## config.mk

```make
export PLATFORM = sky130hd
export DESIGN_NAME = ws2812b_rx_decoder
export DESIGN_NICKNAME = d
export VERILOG_FILES = /design/src/rtl/ws2812b_pkg.sv /design/src/rtl/ws2812b_line_sync.sv /design/src/rtl/ws2812b_rx_decoder.sv
export SDC_FILE = /design/constraint.sdc
export NUM_CORES = 1
export LEC_CHECK = 0
export ABC_CLOCK_PERIOD_IN_PS = 2160
export CORE_MARGIN = 5
export CORE_UTILIZATION = 50
export CTS_BUF_LIST = sky130_fd_sc_hd__clkbuf_2
export DETAILED_ROUTE_END_ITERATION = 8
export GPL_TIMING_DRIVEN = 1
export PLACE_DENSITY = 0.73
export SYNTH_ARGS = -nofsm -noshare
export SYNTH_HDL_FRONTEND = slang
export SYNTH_SLANG_ARGS = --single-unit
```

## constraint.sdc

```tcl
create_clock -name clk -period 2.16 [get_ports clk]
set_input_delay 0.432 -clock clk [delete_from_list [all_inputs] [get_ports clk]]
set_output_delay 0.432 -clock clk [all_outputs]
set_load 0.03 [all_outputs]
```

## src/rtl/ws2812b_pkg.sv

```systemverilog
// Shared WS2812B definitions: receive FSM states, the default line timing
// at 50 MHz (also used by the controller bench) and the GRB word layout.
package ws2812b_pkg;

  typedef enum logic [1:0] {
    S_RESYNC,
    S_IDLE,
    S_HIGH,
    S_LOW
  } rx_state_t;

  // Default line timing in 50 MHz clk cycles
  localparam int WS_T0H          = 20;
  localparam int WS_T1H          = 40;
  localparam int WS_TBIT         = 63;
  localparam int WS_RESET_CYCLES = 2500;

  // One pixel as it travels on the wire: green first, blue last
  typedef struct packed {
    logic [7:0] green;
    logic [7:0] red;
    logic [7:0] blue;
  } grb_t;

  function automatic logic [23:0] grb_pack(input logic [7:0] g,
                                           input logic [7:0] r,
                                           input logic [7:0] b);
    return {g, r, b};
  endfunction

endpackage

```

## src/rtl/ws2812b_line_sync.sv

```systemverilog
// Brings the asynchronous WS2812B line into the clk domain through two
// flops, then keeps one more sample so single-cycle rise/fall strobes
// can be formed from the synchronized value.
module ws2812b_line_sync (
  input  logic clk,
  input  logic reset,
  input  logic pin,
  output logic line,
  output logic rise,
  output logic fall
);

  logic meta_reg;
  logic sync_reg;
  logic prev_reg;

  // Synchronizer chain plus edge-detect history
  always_ff @(posedge clk) begin
    if (reset) begin
      meta_reg <= 1'b0;
      sync_reg <= 1'b0;
      prev_reg <= 1'b0;
    end else begin
      meta_reg <= pin;
      sync_reg <= meta_reg;
      prev_reg <= sync_reg;
    end
  end

  assign line = sync_reg;
  assign rise = sync_reg & ~prev_reg;
  assign fall = ~sync_reg & prev_reg;

endmodule

```

## src/rtl/ws2812b_rx_decoder.sv

```systemverilog
// WS2812B receiver: measures each high pulse on the synchronized line,
// shifts bits into a 24-bit GRB word and emits one pixel per word, then
// reports the frame size when the long low reset gap is seen.
// Build option: define WS2812B_RX_ERR_EN to flag glitches and stuck-high
// lines on bit_error; without it bit_error stays 0.
module ws2812b_rx_decoder
  import ws2812b_pkg::*;
#(
  parameter int NB_LEDS      = 12,
  parameter int BIT_THRESH   = 30,
  parameter int MIN_HIGH     = 8,
  parameter int RESET_CYCLES = WS_RESET_CYCLES
) (
  input  logic       clk,
  input  logic       reset,
  input  logic       data_ws2812b,
  output logic       pixel_valid,
  output logic [7:0] pixel_index,
  output logic [7:0] red,
  output logic [7:0] green,
  output logic [7:0] blue,
  output logic       frame_done,
  output logic [7:0] pixel_count,
  output logic       frame_overflow,
  output logic       bit_error
);

  // Counters must hold every timing constant they are compared with
  localparam int CNT_MAX_A = (RESET_CYCLES > BIT_THRESH) ? RESET_CYCLES : BIT_THRESH;
  localparam int CNT_MAX   = (CNT_MAX_A > MIN_HIGH) ? CNT_MAX_A : MIN_HIGH;
  localparam int CNT_W     = $clog2(CNT_MAX + 1);

  localparam logic [CNT_W-1:0] RESET_CNT  = CNT_W'(RESET_CYCLES);
  localparam logic [CNT_W-1:0] THRESH_CNT = CNT_W'(BIT_THRESH);
  localparam logic [CNT_W-1:0] MIN_CNT    = CNT_W'(MIN_HIGH);
  localparam logic [CNT_W-1:0] ONE_CNT    = CNT_W'(1);
  localparam logic [7:0]       NB_CNT     = 8'(NB_LEDS);
  localparam logic [4:0]       LAST_BIT   = 5'd23;

`ifdef WS2812B_RX_ERR_EN
  localparam logic ERR_EN = 1'b1;
`else
  localparam logic ERR_EN = 1'b0;
`endif

  logic             line;
  logic             rise;
  logic             fall;

  rx_state_t        state_reg;
  logic [CNT_W-1:0] high_cnt_reg;
  logic [CNT_W-1:0] low_cnt_reg;
  logic [4:0]       bit_cnt_reg;
  logic [23:0]      shift_reg;
  logic             word_done_reg;
  logic             frame_end_reg;
  logic             bit_error_reg;
  logic [7:0]       pix_cnt_reg;
  logic             overflow_reg;

  logic             rx_bit;
  logic             short_pulse;
  grb_t             word;

  ws2812b_line_sync u_line_sync (
    .clk   (clk),
    .reset (reset),
    .pin   (data_ws2812b),
    .line  (line),
    .rise  (rise),
    .fall  (fall)
  );

  assign rx_bit      = (high_cnt_reg >= THRESH_CNT);
  assign short_pulse = ERR_EN && (high_cnt_reg < MIN_CNT);
  assign word        = grb_t'(shift_reg);
  assign bit_error   = bit_error_reg;

  // Line FSM: pulse-width measurement, bit assembly and gap detection
  always_ff @(posedge clk) begin
    if (reset) begin
      state_reg     <= S_RESYNC;
      high_cnt_reg  <= '0;
      low_cnt_reg   <= '0;
      bit_cnt_reg   <= '0;
      shift_reg     <= '0;
      word_done_reg <= 1'b0;
      frame_end_reg <= 1'b0;
      bit_error_reg <= 1'b0;
    end else begin
      word_done_reg <= 1'b0;
      frame_end_reg <= 1'b0;
      bit_error_reg <= 1'b0;
      case (state_reg)
        S_RESYNC: begin
          // Only a full reset gap of quiet line proves we are between frames
          if (line) begin
            low_cnt_reg <= '0;
          end else if (low_cnt_reg == RESET_CNT) begin
            low_cnt_reg <= '0;
            state_reg   <= S_IDLE;
          end else begin
            low_cnt_reg <= low_cnt_reg + ONE_CNT;
          end
        end
        S_IDLE: begin
          if (rise) begin
            high_cnt_reg <= ONE_CNT;
            state_reg    <= S_HIGH;
          end
        end
        S_HIGH: begin
          if (fall) begin
            low_cnt_reg <= ONE_CNT;
            state_reg   <= S_LOW;
            if (short_pulse) begin
              // Too short to be a real bit: keep the word intact
              bit_error_reg <= 1'b1;
            end else begin
              shift_reg <= {shift_reg[22:0], rx_bit};
              if (bit_cnt_reg == LAST_BIT) begin
                bit_cnt_reg   <= '0;
                word_done_reg <= 1'b1;
              end else begin
                bit_cnt_reg <= bit_cnt_reg + 5'd1;
              end
            end
          end else if (high_cnt_reg == RESET_CNT) begin
            // Line stuck high: abandon the partial word and wait for quiet
            bit_cnt_reg   <= '0;
            shift_reg     <= '0;
            low_cnt_reg   <= '0;
            bit_error_reg <= ERR_EN;
            state_reg     <= S_RESYNC;
          end else begin
            high_cnt_reg <= high_cnt_reg + ONE_CNT;
          end
        end
        S_LOW: begin
          if (rise) begin
            high_cnt_reg <= ONE_CNT;
            state_reg    <= S_HIGH;
          end else if (low_cnt_reg == RESET_CNT) begin
            frame_end_reg <= 1'b1;
            bit_cnt_reg   <= '0;
            shift_reg     <= '0;
            low_cnt_reg   <= '0;
            state_reg     <= S_IDLE;
          end else begin
            low_cnt_reg <= low_cnt_reg + ONE_CNT;
          end
        end
        default: begin
          state_reg <= S_RESYNC;
        end
      endcase
    end
  end

  // Pixel and frame bookkeeping, one cycle behind the FSM events
  always_ff @(posedge clk) begin
    if (reset) begin
      pixel_valid    <= 1'b0;
      pixel_index    <= '0;
      red            <= '0;
      green          <= '0;
      blue           <= '0;
      frame_done     <= 1'b0;
      pixel_count    <= '0;
      frame_overflow <= 1'b0;
      pix_cnt_reg    <= '0;
      overflow_reg   <= 1'b0;
    end else begin
      pixel_valid <= 1'b0;
      frame_done  <= 1'b0;
      if (word_done_reg) begin
        if (pix_cnt_reg < NB_CNT) begin
          pixel_valid <= 1'b1;
          pixel_index <= pix_cnt_reg;
          green       <= word.green;
          red         <= word.red;
          blue        <= word.blue;
        end else begin
          overflow_reg <= 1'b1;
        end
        if (pix_cnt_reg != 8'hFF) begin
          pix_cnt_reg <= pix_cnt_reg + 8'd1;
        end
      end
      if (frame_end_reg) begin
        frame_done     <= 1'b1;
        pixel_count    <= (pix_cnt_reg < NB_CNT) ? pix_cnt_reg : NB_CNT;
        frame_overflow <= overflow_reg;
        pix_cnt_reg    <= '0;
        overflow_reg   <= 1'b0;
      end
    end
  end

endmodule
```

==> results_dict.tcl <==
set metrics [dict create \
    place_congestion 0.856 \
    ys_seq_elements 112 \
    drt_first_pass_iters 4 \
    cts_buffers 9 \
    die_x_um 107 \
    final_cell_area_sq_um 5390 \
    seqPwrFrac_pct 68.1 \
    critPathLaunchType "flop" \
    die_h_um 107 \
    grt_max_degree 64 \
    clock_latency_ns 0.60 \
    area_delta_synth_final_pct 14.9 \
    synth_area_leader_cell "dfxtp_1" \
    ys_types 60 \
    tightest_slew_ns 0.646 \
    syn-num-nets 575 \
    fin_crit_ns 2.07 \
    via_per_inst 5.59 \
    grt_pass1_vias 3718 \
    top_usage_layer "met2" \
    timing.setup.tns_ns 0 \
    num_vias 3996 \
    slew_viol_final 0 \
    pin_count 47 \
    synth_edf_count 0 \
    power.density_nw_per_um2 570 \
    leakage_nw 2.26 \
    dieArea_sq_um 11400 \
    clkSlewWorstSetupHoldPaths_ns 0.31 \
    worstHoldPathType "input pin to flop" \
    ir_worst_vdd_mv 0.384 \
    p_int_mw 2.29 \
    yosys_warnings 0 \
    end_kind "output pin" \
    synth-async-reset-ratio_pct 0 \
    min_period_over_period_pct 96.0 \
    htree_levels 3 \
    final_cell_mix "dfxtp_1 (111), nand2_1 (101), a21oi_1 (75)" \
    drc 0 \
    wl_um 9740 \
    hpwlAfterDp_um 6630 \
    drtAntennaViolNets 0 \
    overflow 0 \
    path_buf_inv 1 \
    synth_area_per_cell_sq_um 8.31 \
    post-route-util_pct 58.7 \
    fill_cells 843 \
    coreArea_sq_um 9200 \
    rsz0062_at_grt "no" \
    slowest_stage "clkdlybuf4s50_1" \
    cpPeakStageDelay_ns 0.67 \
    synth_area_leaders "dfxtp_1 (48%), a21oi_1 (8.1%), nand2_1 (8.1%)" \
    cts_tree "done" \
    drt_iter0_drc 330 \
    antenna_found_initial 0 \
    synth_top_area_share_pct 47.8 \
    comb_power_share_pct 2.7 \
    synthCells 565 \
    cpLargestDelayFamily "buffers and inverters" \
    clock_sinks 112 \
    io_buffer_count 45 \
    diodes 0 \
    drive_gt1_share_pct 6.95 \
    setup_viol_count_final 0 \
    p_switching_mw 0.780 \
    crit_arrival_ns 1.64 \
    largest_reg_flops 24 \
    switching_share_pct 25.4 \
    crit_required_ns 1.73 \
    path_max_fanout 2 \
    clock_skew_ns 0.0311 \
    met2_usage_pct 28.9 \
    clockBufferDepth 2 \
    maxCapViolCount 0 \
    grt_first_pass_wirelength_um 16800 \
    fin_nets 609 \
    netlist_area_sq_um 4690 \
    use_met1_pct 22.5 \
    met3_usage_pct 4.58 \
    fmax_mhz 482 \
    finalHoldViolCount 0 \
    yosysSeqAreaShare_pct 47.8 \
    initial_core_util_pct 51.0 \
    root_buffer "clkbuf_2" \
    placedInstanceArea_sq_um 5270 \
    clockPowerShare_pct 29.2 \
    status "finished clean" \
    core.rowCount 35 \
    wl_per_cell_um 13.6 \
    power_mw 3.07 \
    crit_chain "clkdlybuf4s50_1" \
    synth_flop_cell "dfxtp_1" \
    cts.hold.buffers_added 0 \
    max_slew_margin_pct 56.6 \
    critPathKind "flop to output pin" \
    final_common_cell "dfxtp_1" \
    grtUsageTotal_pct 17.6 \
]
==> layer usage <==
| layer | share of wire (%) | routed length, um |
|---|---|---|
| met1 | 48 | 4720 |
| met2 | 46 | 4490 |
| met3 | 4.2 | 413 |
| met4 | 1.2 | 120 |
| met5 | 0 | 0 |
==> cell usage after synthesis (5+ instances only) <==
| cell | n |
|---|---|
| a21oi_1 | 76 |
| and2_1 | 8 |
| a211oi_1 | 9 |
| o21ai_0 | 11 |
| nand2_1 | 101 |
| nand3_1 | 46 |
| nor2b_1 | 9 |
| ha_1 | 7 |
| buf_2 | 6 |
| nand2b_1 | 8 |
| and4_1 | 5 |
| clkbuf_1 | 20 |
| nor3b_1 | 5 |
| dfxtp_1 | 112 |
| inv_1 | 7 |
| xor2_1 | 11 |
| nor2_1 | 39 |
| nand4_1 | 11 |
| nor3_1 | 8 |
==> power by group through the flow <==
stage / Sequential [mW] / Clock [mW] / Combinational [mW]
2_1_floorplan: 2.12 / 0 / 0.0622
3_3_place_gp: 2.13 / 0 / 0.0823
3_5_place_dp: 2.13 / 0 / 0.0838
4_1_cts: 2.09 / 0.939 / 0.0839
5_1_grt: 2.10 / 1.03 / 0.0936
6_report: 2.09 / 0.896 / 0.0834
==> path summary, 6_finish.rpt <==
check	startpoint	end	slack [ns]	cells after the start
max	pixel_index[2]$_SDFFE_PP0P_	pixel_index[2]	0.09	1
min	reset	u_line_sync.line$_SDFF_PP0_	0.19	2
max reg2reg	low_cnt_reg[1]$_SDFFE_PP0P_	low_cnt_reg[10]$_SDFFE_PP0P_	0.09	7
min reg2reg	u_line_sync.meta_reg$_SDFF_PP0_	u_line_sync.line$_SDFF_PP0_	0.46	1
==> stage by stage <==
| step | std cells | worst slack, ns | hold WS [ns] |
|---|---|---|---|
| floorplan | 565 | 0.140 | 0.414 |
| global placement | 699 | 0.181 | 0.443 |
| detailed placement | 699 | 0.0880 | 0.442 |
| CTS | 715 | 0.00445 | 0.148 |
| global route | 715 | 0.000908 | 0.180 |
| finish | 715 | 0.0857 | 0.189 |
==> kinds of logic (layout without fill, tap and decap cells) <==
| group | Yosys count | count (layout) | synth area share, % |
|---|---|---|---|
| other cells | 1 | 1 | 0.0799 |
| flops | 112 | 112 | 47.8 |
| simple gates | 272 | 272 | 29.2 |
| xor+xnor | 13 | 13 | 2.43 |
| compound gates | 119 | 119 | 14.7 |
| mux | 2 | 2 | 0.426 |
| fa+ha+maj | 7 | 7 | 1.87 |
| buf+inv | 39 | 78 | 3.57 |
==> layout make-up <==
class	count	area, sq um	share of cell area, %
Clock inverter	7	58.8	1.09
Multi-Input combinational cell	414	2290	42.4
Tap cell	111	139	2.57
Timing Repair Buffer	55	593	11.0
Sequential cell	112	2240	41.6
Inverter	7	26.3	0.487
Clock buffer	9	45.0	0.835
==> repair_timing <==
| action | in CTS | in global routing |
|---|---|---|
| gates resized for setup | 20 | 20 |
| endpoints found under the hold margin | 0 | 0 |
| setup endpoints to repair | 20 | 22 |
| buffers inserted | 0 | 0 |
No activity file was read; power rests on OpenSTA's default activity.
